File: src/rtl/mmio_io_ctrl_pkg.sv
`default_nettype none
// ============================================================================
// Module   : mmio_io_ctrl_pkg
// Brief    : Bus commands, register address map and CTRL bit positions for
//            the memory-mapped I/O controller.
// Revision : 1.0 - initial release
// ============================================================================
package mmio_io_ctrl_pkg;

  typedef enum logic [1:0] {
    MNONE  = 2'b00,
    MREAD  = 2'b01,
    MWRITE = 2'b10
  } mem_cmd_e;

  localparam logic [8:0] ADDR_SW     = 9'h140;
  localparam logic [8:0] ADDR_LED    = 9'h100;
  localparam logic [8:0] ADDR_COUNT  = 9'h101;
  localparam logic [8:0] ADDR_CTRL   = 9'h102;
  localparam logic [8:0] ADDR_PERIOD = 9'h103;

  localparam int CTRL_EN_BIT   = 0;
  localparam int CTRL_AUTO_BIT = 1;
  localparam int CTRL_EXP_BIT  = 15;

endpackage
`default_nettype wire

File: src/rtl/mmio_timer.sv
`default_nettype none
// ============================================================================
// Module   : mmio_timer
// Brief    : Prescaled interval timer with auto-reload and sticky expiry flag.
// Revision : 1.0 - initial release
// ============================================================================
module mmio_timer
  import mmio_io_ctrl_pkg::*;
#(
  parameter int PRESCALE = 50000
) (
  input  logic        clk,
  input  logic        reset,
  input  logic        i_ctrl_we,
  input  logic        i_period_we,
  input  logic [15:0] i_wdata,
  output logic [15:0] o_count,
  output logic [15:0] o_ctrl,
  output logic [15:0] o_period,
  output logic        o_exp
);

  localparam int PW = (PRESCALE > 1) ? $clog2(PRESCALE) : 1;

  logic [PW-1:0] r_pcnt;
  logic [15:0]   r_count;
  logic [15:0]   r_period;
  logic          r_en;
  logic          r_auto;
  logic          r_exp;

  logic          w_tick;
  logic          w_expire;

  assign w_tick   = r_en && (r_pcnt == PW'(PRESCALE - 1));
  // 17-bit compare keeps COUNT from wrapping when PERIOD is 16'hFFFF
  assign w_expire = ({1'b0, r_count} + 17'd1) >= {1'b0, r_period};

  always_ff @(posedge clk) begin
    if (reset) begin
      r_pcnt   <= '0;
      r_count  <= '0;
      r_period <= 16'hFFFF;
      r_en     <= 1'b0;
      r_auto   <= 1'b0;
      r_exp    <= 1'b0;
    end else begin
      if (i_ctrl_we) begin
        r_en   <= i_wdata[CTRL_EN_BIT];
        r_auto <= i_wdata[CTRL_AUTO_BIT];
        r_pcnt <= '0;
        if (i_wdata[CTRL_EN_BIT]) begin
          r_count <= '0;
        end
      end else begin
        if (!r_en || w_tick) begin
          r_pcnt <= '0;
        end else begin
          r_pcnt <= r_pcnt + PW'(1);
        end
        if (w_tick) begin
          if (w_expire) begin
            r_count <= '0;
            if (!r_auto) begin
              r_en <= 1'b0;
            end
          end else begin
            r_count <= r_count + 16'd1;
          end
        end
      end

      // An expiry landing on the same edge as a clear must not be lost
      if (w_tick && w_expire) begin
        r_exp <= 1'b1;
      end else if (i_ctrl_we && i_wdata[CTRL_EXP_BIT]) begin
        r_exp <= 1'b0;
      end

      if (i_period_we) begin
        r_period <= i_wdata;
      end
    end
  end

  assign o_count  = r_count;
  assign o_ctrl   = {r_exp, 13'b0, r_auto, r_en};
  assign o_period = r_period;
  assign o_exp    = r_exp;

endmodule
`default_nettype wire

File: src/rtl/mmio_io_ctrl.sv
`default_nettype none
// ============================================================================
// Module   : mmio_io_ctrl
// Brief    : Memory-mapped switch/LED/timer peripheral for the upper bus half.
// Revision : 1.0 - initial release
// ============================================================================
module mmio_io_ctrl
  import mmio_io_ctrl_pkg::*;
#(
  parameter int PRESCALE = 50000,
  parameter int SW_W     = 8
) (
  input  logic            clk,
  input  logic            reset,
  input  logic [1:0]      mem_cmd,
  input  logic [8:0]      mem_addr,
  input  logic [15:0]     write_data,
  output logic [15:0]     read_data,
  output logic            read_en,
  input  logic [SW_W-1:0] SW,
  output logic [SW_W-1:0] LEDR,
  output logic            timer_irq
);

  logic [SW_W-1:0] r_sw_s1;
  logic [SW_W-1:0] r_sw_s2;
  logic [SW_W-1:0] r_led;

  logic            w_sel;
  logic            w_we;
  logic [15:0]     w_count;
  logic [15:0]     w_ctrl;
  logic [15:0]     w_period;
  logic            w_exp;
  logic [15:0]     w_rdata;

  assign w_sel   = mem_addr[8];
  assign w_we    = (mem_cmd == MWRITE) && w_sel;
  assign read_en = (mem_cmd == MREAD) && w_sel;

  always_ff @(posedge clk) begin
    if (reset) begin
      r_sw_s1 <= '0;
      r_sw_s2 <= '0;
      r_led   <= '0;
    end else begin
      r_sw_s1 <= SW;
      r_sw_s2 <= r_sw_s1;
      if (w_we && (mem_addr == ADDR_LED)) begin
        r_led <= write_data[SW_W-1:0];
      end
    end
  end

  mmio_timer #(
    .PRESCALE (PRESCALE)
  ) u_timer (
    .clk         (clk),
    .reset       (reset),
    .i_ctrl_we   (w_we && (mem_addr == ADDR_CTRL)),
    .i_period_we (w_we && (mem_addr == ADDR_PERIOD)),
    .i_wdata     (write_data),
    .o_count     (w_count),
    .o_ctrl      (w_ctrl),
    .o_period    (w_period),
    .o_exp       (w_exp)
  );

  always_comb begin
    w_rdata = 16'h0000;
    if (read_en) begin
      case (mem_addr)
        ADDR_SW:     w_rdata = 16'(r_sw_s2);
        ADDR_LED:    w_rdata = 16'(r_led);
        ADDR_COUNT:  w_rdata = w_count;
        ADDR_CTRL:   w_rdata = w_ctrl;
        ADDR_PERIOD: w_rdata = w_period;
        default:     w_rdata = 16'h0000;
      endcase
    end
  end

  assign read_data = w_rdata;
  assign LEDR      = r_led;
  assign timer_irq = w_exp;

endmodule
`default_nettype wire

File: config.mk
export PLATFORM = sky130hd
export DESIGN_NAME = mmio_io_ctrl
export DESIGN_NICKNAME = d
export VERILOG_FILES = /design/src/rtl/mmio_io_ctrl_pkg.sv /design/src/rtl/mmio_timer.sv /design/src/rtl/mmio_io_ctrl.sv
export SDC_FILE = /design/constraint.sdc
export NUM_CORES = 1
export LEC_CHECK = 0
export ABC_AREA = 1
export BUFFER_PORTS_ARGS = -buffer_cell sky130_fd_sc_hd__buf_2
export CORE_ASPECT_RATIO = 0.9
export CORE_MARGIN = 4
export CORE_UTILIZATION = 55
export DETAILED_ROUTE_END_ITERATION = 8
export PLACE_DENSITY = 0.77
export SLEW_MARGIN = 10
export SYNTH_ARGS = -nofsm -noshare
export SYNTH_HDL_FRONTEND = slang
export SYNTH_SLANG_ARGS = --single-unit
export TNS_END_PERCENT = 30
File: constraint.sdc
create_clock -name clk -period 6.25 [get_ports clk]
set_input_delay 0 -clock clk [delete_from_list [all_inputs] [get_ports clk]]
set_output_delay 0 -clock clk [all_outputs]
set_load 0.01 [all_outputs]
==> results by group, run 1 <==
Final layout
  • Commonest cells after routing, fill and taps aside: 115 x nand2_1, 82 x inv_1, 75 x dfxtp_1
  • Ant diodes: 0
  • Nets: 740
  • Commonest non-fill, non-tap cell in the layout: nand2_1
  • Syn-to-layout area delta: 17.3%
  • Layout cells sized above 1: 20.0%

Floorplan
  • Die ar.: 0.00924 mm²
  • Die height: 91.6 µm
  • Chip width: 101 µm
  • Io pins: 63
  • Initial Util: 56.6%
  • Core area: 0.00754 mm²
  • Num rows: 30

Power
  • PD cells: 175 mW/mm²
  • IR drop worst, VDD: 0.158 mV
  • Clock power share: 39.5%
  • Lkg Pwr: 2.35 nW
  • Sequential share of power: 55.0%
  • Comb pwr share: 5.5%
  • Switch Pwr: 0.000225 W
  • Tot Pwr: 0.000879 W
  • Switching part of the total: 25.6%
  • Cell Int Power: 0.000653 W

Logic synthesis
  • Cell variety after synth: 40
  • Synth Flop Type: dfxtp_1
  • Yosys warning total: 0
  • Syn Nets: 662
  • Number of synthesized flops with an enable pin: 0
  • Synth top area share: 35.1%
  • Synth area leaders: dfxtp_1 35%, nand2_1 10%, inv_1 7.2%, nor2_1 6.0%, nand3_1 5.9%
  • Synth async-reset ratio: 0%
  • Synth area leader: dfxtp_1
  • Cell area after synthesis: 0.00427 mm²
  • Flops & latches, synth: 75
  • Sequential share of the synthesized area: 35.1%
  • Cells after synthesis: 607
  • Avg Cell Area, Syn: 7.04 µm²

Clock tree
  • CTS tree: done
  • Reg clk slew, reported paths: 90 ps
  • Cts repair resizes: 0
  • Root Buffer: clkbuf_8
  • H-Tree Level Count: 3
  • Latest clock arrival within the worst-skew pair: 360 ps
  • CTS max path bufs: 2
  • Clock Sinks: 75
  • CTS Buf Count: 9

Worst setup path
  • Critical path's slowest cell: a21oi_2
  • Crit-path cells: ha_1 > nand2_1 > nor2_2 > nand2_2 > inv_2 > nand2_1 > nor2_1 > xor2_1 > ha_1 > a21o_1 > a21oi_1 > nand2_1 > a21oi_2 > nand4_1 > a21oi_2
  • Critical Path RT: 6540 ps
  • Worst Path Max Fanout: 16
  • Startpoint types: flip-flop
  • Arrival time worst endpoint: 3500 ps
  • CP dominant cell by count: nand2_1
  • Worst path max stage delay: 590 ps
  • Crit Path Class: flip-flop to flip-flop
  • Critical path endpoint category: flip-flop

Placed design
  • Dpl hpwl: 8260 µm
  • Routability cong.: 1.01
  • PortBufs: 62
  • DP Worst Slack: 3100 ps

Route
  • Final ANT Viol Nets: 0
  • DR pass1 iterations: 5
  • # DRC: 0
  • Via count: 4259
  • Final WL: 11400 µm
  • 1st-iter DRT viols: 317
  • WL per Instance: 14.5 µm
  • Via/cell ratio: 5.42

Global route
  • Tot GR Track Use: 25.7%
  • Vias in the first global route: 4180
  • Largest net degree at the start of global routing: 39
  • Initial antenna violation count: 0
  • GRT overflow: 0
  • First-pass GRT wire length: 19200 µm

STA
  • Worst slew margin: 43.4%
  • Worst slew pin tran: 850 ps
  • Setup violators final: 0
  • Setup ws final: 3040 ps
  • RSZ-0062 raised after global routing: no
  • Final Max Tran Viols: 0
  • Post-route minimum period: 3210 ps
  • Setup_tns: 0 ps
  • Final Skew: 6.73 ps
  • Worst hold slack: 73.9 ps
  • F_max: 311 MHz
  • Crit share post-route: 51.4%
  • Hold Fails Final Rpt: 0

Min path
  • Hold WC Path Type: input port to flip-flop

Job
  • Max Cap Viol: 0

Outcome
  • Status: completed
## critical path, delay by kind of cell (launching register included)
family	cells	cell delay (ps)
AO/OA/AOI/OAI	4	1040
AND/OR/NAND/NOR	7	870
adder cells (fa/ha/maj)	2	510
flip-flops	1	430
XOR/XNOR	1	220
buffers and inverters	1	70
## worst paths after layout
check,start,endpoint,slack [ps],cells past startpoint
worst max-delay path,u_timer.o_count[0]$_SDFFE_PP0P_,u_timer.o_count[6]$_SDFFE_PP0P_,3040,15
worst min-delay path,mem_cmd[0],u_timer.o_period[4]$_SDFFE_PP1P_,70,4
worst max register to register,u_timer.o_count[0]$_SDFFE_PP0P_,u_timer.o_count[6]$_SDFFE_PP0P_,3040,15
worst min register to register,r_sw_s1[7]$_SDFF_PP0_,r_sw_s2[7]$_SDFF_PP0_,410,2
## final cells by class
cell class	count	area (µm²)
clock buffers	10	128
clock inverters	6	50.0
fillers	669	2530
inverters	100	378
multi-input cells	413	2280
flip-flops and latches	75	1500
well taps	96	120
repair buffers	86	551
## stage by stage
stage / instance area (µm²) / util [%] / instances
6_report: 5010 / 66.4 / 786
5_1_grt: 5010 / 66.4 / 786
4_1_cts: 5010 / 66.4 / 786
3_5_place_dp: 4590 / 60.9 / 746
3_3_place_gp: 4590 / 60.9 / 746
2_1_floorplan: 4270 / - / 607
## cell families after synthesis
logic type	Yosys count	synth area share [%]
AND/OR/NAND/NOR	298	32.8
buffers and inverters	119	11.4
AO/OA/AOI/OAI	81	12.0
flip-flops	75	35.1
adder cells (fa/ha/maj)	18	5.27
XOR/XNOR	16	3.28
## sequential cells by signal, indices dropped and copies added (netlist names)
name              cells
u_timer.r_auto        1
r_sw_s2               8
LEDR                  8
r_sw_s1               8
u_timer.o_exp         1
u_timer.o_count      16
u_timer.o_period     16
u_timer.r_en          1
u_timer.r_pcnt       16
## layer usage
metal  track usage, %  vias up  part of all wire [%]
li1                 -     2111                     -
met2             42.5      167                    47
met5                0        -                     0
met4             9.75        0                   2.4
met3             5.45       24                   7.6
met1             32.6     1957                    43
## cells in the mapped netlist (3+ instances only)
cell / n
nand2_1: 115
inv_1: 82
dfxtp_1: 75
nor2_1: 68
nand3_1: 50
a21oi_1: 31
nand4_1: 20
ha_1: 18
inv_2: 15
nand2_2: 15
o21ai_0: 15
xor2_1: 15
a21oi_2: 11
nor3_1: 10
clkbuf_1: 8
nor2_2: 7
o211ai_1: 6
buf_4: 5
a211oi_1: 4
buf_2: 4
o22ai_1: 4
nor3_2: 3
## what timing repair did
action | CTS | global route
hold buffers | 24 | 0
setup buffers | 0 | 0
endpoints found under the hold margin | 33 | 0
## power groups by stage
stage | Clock, W | Combinational [W] | Sequential, W
3_5_place_dp | 0 | 0.0000357 | 0.000495
2_1_floorplan | 0 | 0.0000182 | 0.000494
4_1_cts | 0.000351 | 0.0000472 | 0.000483
3_3_place_gp | 0 | 0.0000349 | 0.000495
6_report | 0.000347 | 0.0000480 | 0.000483
5_1_grt | 0.000372 | 0.0000534 | 0.000484
No activity file was read; power rests on OpenSTA's default activity.
==> run 2: changes to the inputs <==
CORE_UTILIZATION = 52   (was 55)
clock period = 2.9 ns   (was 6.25 ns; I/O delays follow)
==> run 2 against run 1 <==
  * Count of clock-buffer cells in the layout did not move
  * Flip-flop and latch count did not move
  * Via count rose by 1.4%
  * Largest cell class unchanged
==> results by group, run 2 (same netlist as run 1, synthesis figures left out) <==
Final layout
  • Commonest non-fill, non-tap cell in the layout: nand2_1 (unchanged)
  • Syn-to-layout area delta: 22.1% (was 17.3%)
  • Ant diodes: 0 (unchanged)
  • Multi-input logic area: 0.00235 mm² (was 0.00228 mm²)
  • Seq. cell area: 0.00150 mm² (about the same)
  • Nets: 754 (was 740)
  • Layout cells sized above 1: 23.6% (was 20.0%)
  • Fillers: 711 (was 669)
  • Commonest cells after routing, fill and taps aside: 111 x nand2_1, 82 x inv_1, 74 x dfxtp_1 (was 115 x nand2_1, 82 x inv_1, 75 x dfxtp_1)

Route
  • Final ANT Viol Nets: 0 (unchanged)
  • WL per Instance: 14.4 µm (was 14.5 µm)
  • # DRC: 0 (unchanged)
  • 1st-iter DRT viols: 328 (was 317)
  • DR pass1 iterations: 6 (was 5)
  • Final WL: 11600 µm (was 11400 µm)
  • Via count: 4319 (was 4259)
  • Via/cell ratio: 5.38 (was 5.42)

Placed design
  • PortBufs: 62 (unchanged)
  • Dpl hpwl: 8340 µm (was 8260 µm)
  • Routability cong.: 0.959 (was 1.01)
  • DP Worst Slack: 195 ps (was 3100 ps)

STA
  • Worst slew margin: 52.8% (was 43.4%)
  • Setup violators final: 0 (unchanged)
  • Setup ws final: 173 ps (was 3040 ps)
  • Final Skew: 9.74 ps (was 6.73 ps)
  • Final Max Tran Viols: 0 (unchanged)
  • F_max: 367 MHz (was 311 MHz)
  • RSZ-0062 raised after global routing: no (unchanged)
  • Post-route minimum period: 2730 ps (was 3210 ps)
  • Setup_tns: 0 ps (unchanged)
  • Crit share post-route: 94.0% (was 51.4%)
  • Worst slew pin tran: 706 ps (was 850 ps)
  • Hold Fails Final Rpt: 0 (unchanged)

Floorplan
  • Core area: 0.00803 mm² (was 0.00754 mm²)
  • Initial Util: 53.2% (was 56.6%)
  • Die ar.: 0.00973 mm² (was 0.00924 mm²)
  • Die height: 94.0 µm (was 91.6 µm)
  • Num rows: 31 (was 30)
  • Chip width: 104 µm (was 101 µm)
  • Io pins: 63 (unchanged)

Worst setup path
  • Critical path endpoint category: flip-flop (unchanged)
  • Crit-path cells: ha_2 > nand2_1 > nor2_4 > nand2_2 > inv_2 > nand2_2 > nor2_4 > xor2_1 > ha_1 > a21o_1 > a21oi_2 > nand2_2 > a21oi_4 > buf_6 > nand4_1 > a21oi_2 (was ha_1 > nand2_1 > nor2_2 > nand2_2 > inv_2 > nand2_1 > nor2_1 > xor2_1 > ha_1 > a21o_1 > a21oi_1 > nand2_1 > a21oi_2 > nand4_1 > a21oi_2)
  • Critical Path RT: 3190 ps (was 6540 ps)
  • Reg2reg setup slack: 170 ps (was 3040 ps)
  • Startpoint types: flip-flop (unchanged)
  • Critical path's slowest cell: dfxtp_2 (was a21oi_2)
  • RR Endpoint: u_timer.o_count[15]$_SDFFE_PP0P_ (was u_timer.o_count[6]$_SDFFE_PP0P_)
  • CP dominant cell by count: nand2_2 (was nand2_1)
  • Worst path max stage delay: 370 ps (was 590 ps)
  • Arrival time worst endpoint: 3010 ps (was 3500 ps)
  • Reg2reg start: u_timer.o_count[1]$_SDFFE_PP0P_ (was u_timer.o_count[0]$_SDFFE_PP0P_)
  • Worst Path Max Fanout: 8 (was 16)
  • Crit Path Class: flip-flop to flip-flop (unchanged)
  • Reg2Reg Depth: 16 (was 15)

Clock tree
  • CTS tree: done (unchanged)
  • CTS max path bufs: 2 (unchanged)
  • Clock Sinks: 75 (unchanged)
  • Root Buffer: clkbuf_8 (unchanged)
  • Latest clock arrival within the worst-skew pair: 360 ps (about the same)
  • H-Tree Level Count: 3 (unchanged)
  • CTS Buf Count: 9 (unchanged)
  • Reg clk slew, reported paths: 90 ps (about the same)

Power
  • IR drop worst, VDD: 0.270 mV (was 0.158 mV)
  • Lkg Pwr: 2.44 nW (was 2.35 nW)
  • PD cells: 380 mW/mm² (was 175 mW/mm²)

Min path
  • HP Start: reset (was mem_cmd[0])
  • Hold Path Stages: 4 (unchanged)
  • Hold WC Path Type: input port to flip-flop (unchanged)
  • Hold worst-path end: u_timer.o_period[14]$_SDFFE_PP1P_ (was u_timer.o_period[4]$_SDFFE_PP1P_)

Global route
  • GRT overflow: 0 (unchanged)
  • Tot GR Track Use: 24.5% (was 25.7%)
  • Largest net degree at the start of global routing: 38 (was 39)
  • Initial antenna violation count: 0 (unchanged)
  • Vias in the first global route: 4166 (was 4180)
  • First-pass GRT wire length: 19400 µm (was 19200 µm)

Job
  • Max Cap Viol: 0 (unchanged)

Outcome
  • Status: completed (unchanged)
run 2: how the worst max path moves through the flow:
| stage | startpoint | endpoint | slack, ps |
|---|---|---|---|
| floorplan | u_timer.o_count[0]$_SDFFE_PP0P_ | u_timer.o_count[8]$_SDFFE_PP0P_ | 340 |
| global placement | u_timer.o_count[1]$_SDFFE_PP0P_ | u_timer.o_count[6]$_SDFFE_PP0P_ | 330 |
| detailed placement | u_timer.o_count[1]$_SDFFE_PP0P_ | u_timer.o_count[15]$_SDFFE_PP0P_ | 190 |
| CTS | u_timer.o_count[1]$_SDFFE_PP0P_ | u_timer.o_count[15]$_SDFFE_PP0P_ | 170 |
| global route | u_timer.o_count[1]$_SDFFE_PP0P_ | u_timer.o_count[12]$_SDFFE_PP0P_ | 2 |
| finish | u_timer.o_count[1]$_SDFFE_PP0P_ | u_timer.o_count[15]$_SDFFE_PP0P_ | 170 |
run 2: final cells by class:
class | count | share of cell area (%)
multi-input cells | 413 | 45.0
clock buffers | 10 | 2.45
inverters | 100 | 7.25
clock inverters | 6 | 1.37
flip-flops and latches | 75 | 28.8
well taps | 99 | 2.38
repair buffers | 100 | 12.7
run 2: per-layer routing:
metal	up-vias	track usage (%)	part of all wire [%]
li1	2143	-	-
met1	1955	30.2	42
met2	188	42.0	47
met3	33	5.91	8.2
met4	0	8.86	2.4
met5	-	0	0
run 2: worst max-delay path: cells and delay by family, from the launching register on:
kind / cells / cell delay [ps]
AOI/OAI and AO/OA: 4 / 620
xor gates and xnor gates: 1 / 210
adders and majority gates: 2 / 480
buffers and inverters: 2 / 240
DFF: 1 / 370
and+or+nand+nor: 7 / 710
run 2: what timing repair did:
item | in CTS | in global routing
setup endpoints to repair | 0 | 18
hold buffers | 24 | 0
endpoints found under the hold margin | 35 | 0
buffers inserted | 0 | 2
resized for setup | 0 | 21
run 2: power by group:
part	total [W]	internal (W)	switching, W
clock network	0.000832	0.000407	0.000425
registers	0.00104	0.00104	0.00000263
logic	0.000107	0.0000508	0.0000562
run 2: through the flow:
stage | hold WS, ps | util [%] | cells | instance area (µm²) | total power, W
3_3_place_gp | 203 | 58.3 | 760 | 4680 | 0.00114
2_1_floorplan | 68.7 | - | 607 | 4270 | 0.00110
4_1_cts | 81.1 | 63.7 | 800 | 5120 | 0.00199
3_5_place_dp | 209 | 58.3 | 760 | 4680 | 0.00115
6_report | 107 | 65.0 | 803 | 5220 | 0.00198
5_1_grt | 125 | 65.0 | 803 | 5220 | 0.00205
==> run 3: changes to the inputs <==
CORE_MARGIN = 3   (was 4)
==> run 3 against run 2 <==
  * Register-to-register slack improved by 40 ps
  * Combinational power is essentially flat
  * Total power is 6.4% lower
  * Count of clock-buffer cells in the layout up 3
  * Worst hold slack about the same
  * Die area decreased by 4.0%
  * Design area fell by 2.2%
  * Critical path type unchanged
  * Largest cell class unchanged
==> results by group, run 3 (same netlist as run 1, synthesis figures left out) <==
Outcome
  • Status: completed (unchanged)

Final layout
  • Ant diodes: 0 (unchanged)
  • Nets: 752 (was 754)
  • Finished Layout Cells: 797 (was 803)
  • Util after Layout: 65.7% (was 65.0%)
  • Layout Cell Area excl Fill: 0.00510 mm² (was 0.00522 mm²)
  • Commonest non-fill, non-tap cell in the layout: nand2_1 (unchanged)
  • Multi-input logic area: 0.00230 mm² (was 0.00235 mm²)
  • Syn-to-layout area delta: 19.4% (was 22.1%)
  • Seq. cell area: 0.00150 mm² (about the same)
  • Fillers: 679 (was 711)
  • Layout cells sized above 1: 21.3% (was 23.6%)
  • Commonest cells after routing, fill and taps aside: 115 x nand2_1, 82 x inv_1, 75 x dfxtp_1 (was 111 x nand2_1, 82 x inv_1, 74 x dfxtp_1)

Floorplan
  • Io pins: 63 (unchanged)
  • Num rows: 30 (was 31)
  • Chip width: 102 µm (was 104 µm)
  • Die height: 92.0 µm (was 94.0 µm)
  • Die ar.: 0.00934 mm² (was 0.00973 mm²)
  • Initial Util: 55.0% (was 53.2%)
  • Core area: 0.00777 mm² (was 0.00803 mm²)

Worst setup path
  • Critical path endpoint category: flip-flop (unchanged)
  • CP Buf/Inv Count: 3 (was 2)
  • Crit-path cells: ha_1 > nand2_1 > nor2_4 > nand2_2 > inv_2 > nand2_1 > nor2_1 > xor2_1 > ha_1 > nand2_1 > inv_1 > a21oi_1 > nand2_1 > a21oi_2 > buf_4 > nand4_1 > a21oi_1 (was ha_2 > nand2_1 > nor2_4 > nand2_2 > inv_2 > nand2_2 > nor2_4 > xor2_1 > ha_1 > a21o_1 > a21oi_2 > nand2_2 > a21oi_4 > buf_6 > nand4_1 > a21oi_2)
  • Crit Path Class: flip-flop to flip-flop (unchanged)
  • Worst Path Max Fanout: 5 (was 8)
  • Arrival time worst endpoint: 2970 ps (was 3010 ps)
  • Worst path max stage delay: 390 ps (was 370 ps)
  • CP top delay family: simple AND/OR/NAND/NOR gates (unchanged)
  • CP dominant cell by count: nand2_1 (was nand2_2)
  • Critical Path RT: 3180 ps (was 3190 ps)
  • Critical path's slowest cell: dfxtp_1 (was dfxtp_2)
  • Startpoint types: flip-flop (unchanged)

Power
  • IR drop worst, VDD: 0.286 mV (was 0.270 mV)
  • PD cells: 363 mW/mm² (was 380 mW/mm²)
  • Tot Pwr: 0.00185 W (was 0.00198 W)
  • Clock power share: 38.1% (was 42.0%)
  • Sequential share of power: 56.2% (was 52.6%)
  • Comb pwr share: 5.7% (was 5.4%)
  • Cell Int Power: 0.00142 W (was 0.00150 W)
  • Switch Pwr: 0.000435 W (was 0.000484 W)
  • Switching part of the total: 23.4% (was 24.4%)
  • Lkg Pwr: 2.40 nW (was 2.44 nW)

Placed design
  • Routability cong.: 0.937 (was 0.959)
  • Placed Cells: 757 (was 760)
  • Dpl hpwl: 8220 µm (was 8340 µm)
  • PortBufs: 62 (unchanged)
  • Placed Area: 0.00467 mm² (was 0.00468 mm²)

Global route
  • GRT overflow: 0 (unchanged)
  • Tot GR Track Use: 24.2% (was 24.5%)
  • Initial antenna violation count: 0 (unchanged)
  • Largest net degree at the start of global routing: 38 (unchanged)
  • First-pass GRT wire length: 18200 µm (was 19400 µm)
  • Vias in the first global route: 4037 (was 4166)

Clock tree
  • Clock Sinks: 75 (unchanged)
  • Reg clk slew, reported paths: 80 ps (was 90 ps)
  • CTS Buf Count: 9 (unchanged)
  • Latest clock arrival within the worst-skew pair: 350 ps (was 360 ps)
  • CTS max path bufs: 2 (unchanged)
  • Root Buffer: clkbuf_8 (unchanged)
  • H-Tree Level Count: 3 (unchanged)
  • CTS tree: done (unchanged)

STA
  • F_max: 372 MHz (was 367 MHz)
  • Final Max Tran Viols: 0 (unchanged)
  • Setup_tns: 0 ps (unchanged)
  • Worst slew margin: 51.5% (was 52.8%)
  • Worst slew pin tran: 725 ps (was 706 ps)
  • Post-route minimum period: 2690 ps (was 2730 ps)
  • RSZ-0062 raised after global routing: no (unchanged)
  • Setup violators final: 0 (unchanged)
  • Final Skew: 8.58 ps (was 9.74 ps)
  • Crit share post-route: 92.7% (was 94.0%)
  • Hold Fails Final Rpt: 0 (unchanged)

Route
  • Final WL: 11100 µm (was 11600 µm)
  • Final ANT Viol Nets: 0 (unchanged)
  • DR pass1 iterations: 5 (was 6)
  • Via/cell ratio: 5.30 (was 5.38)
  • 1st-iter DRT viols: 234 (was 328)
  • WL per Instance: 13.9 µm (was 14.4 µm)
  • Via count: 4225 (was 4319)
  • # DRC: 0 (unchanged)

Job
  • Max Cap Viol: 0 (unchanged)

Min path
  • Hold WC Path Type: input port to flip-flop (unchanged)
==> run 3: cell type report <==
class                      instances  area share (%)
multi-input combinational        413            45.0
clock buffer                      13            2.92
tap                               96            2.35
clock inverter                     2           0.245
inverter                         100            7.41
timing repair buffer              98            12.6
sequential                        75            29.4
==> run 3: worst paths after layout <==
check	to	start	slack, ps	cells after the start
worst max register to register	u_timer.o_count[5]$_SDFFE_PP0P_	u_timer.o_count[1]$_SDFFE_PP0P_	210	17
worst max-delay path	u_timer.o_count[5]$_SDFFE_PP0P_	u_timer.o_count[1]$_SDFFE_PP0P_	210	17
worst min register to register	r_sw_s2[3]$_SDFF_PP0_	r_sw_s1[3]$_SDFF_PP0_	400	2
worst min-delay path	u_timer.o_period[14]$_SDFFE_PP1P_	reset	110	4
==> run 3: what timing repair did <==
action,4_1_cts,5_1_grt
hold endpoints to repair,33,0
endpoints found under the setup margin,0,13
gates resized for setup,0,4
hold buffers,24,0
buffers inserted,0,1
==> run 3: power groups by stage <==
stage	combinational, W	sequential [W]	clock [W]
floorplan	0.0000392	0.00107	0
global route	0.000115	0.00104	0.000762
detailed placement	0.0000784	0.00107	0
CTS	0.000103	0.00104	0.000725
global placement	0.0000759	0.00107	0
finish	0.000105	0.00104	0.000707
==> run 3: worst min-delay path: stages <==
cell and delay [ps]:
buf_2 80, inv_1 30, buf_4 210, nand3_1 100
==> run 3: per-layer routing <==
layer  vias to the layer above  part of all wire, %  GRT usage (%)  wire length [µm]
met5                         -                    0              0                 0
met4                         0                  1.4           6.64               150
met3                        17                  6.4           6.54               704
met2                       127                   49           40.2              5400
met1                      1952                   44           30.6              4830
li1                       2129                    -              -                 -
==> run 3: metrics by stage <==
step,worst slack [ps],hold WS (ps)
2_1_floorplan,341,68.7
3_3_place_gp,290,199
3_5_place_dp,174,205
4_1_cts,150,90.4
5_1_grt,4.44,117
6_report,211,107
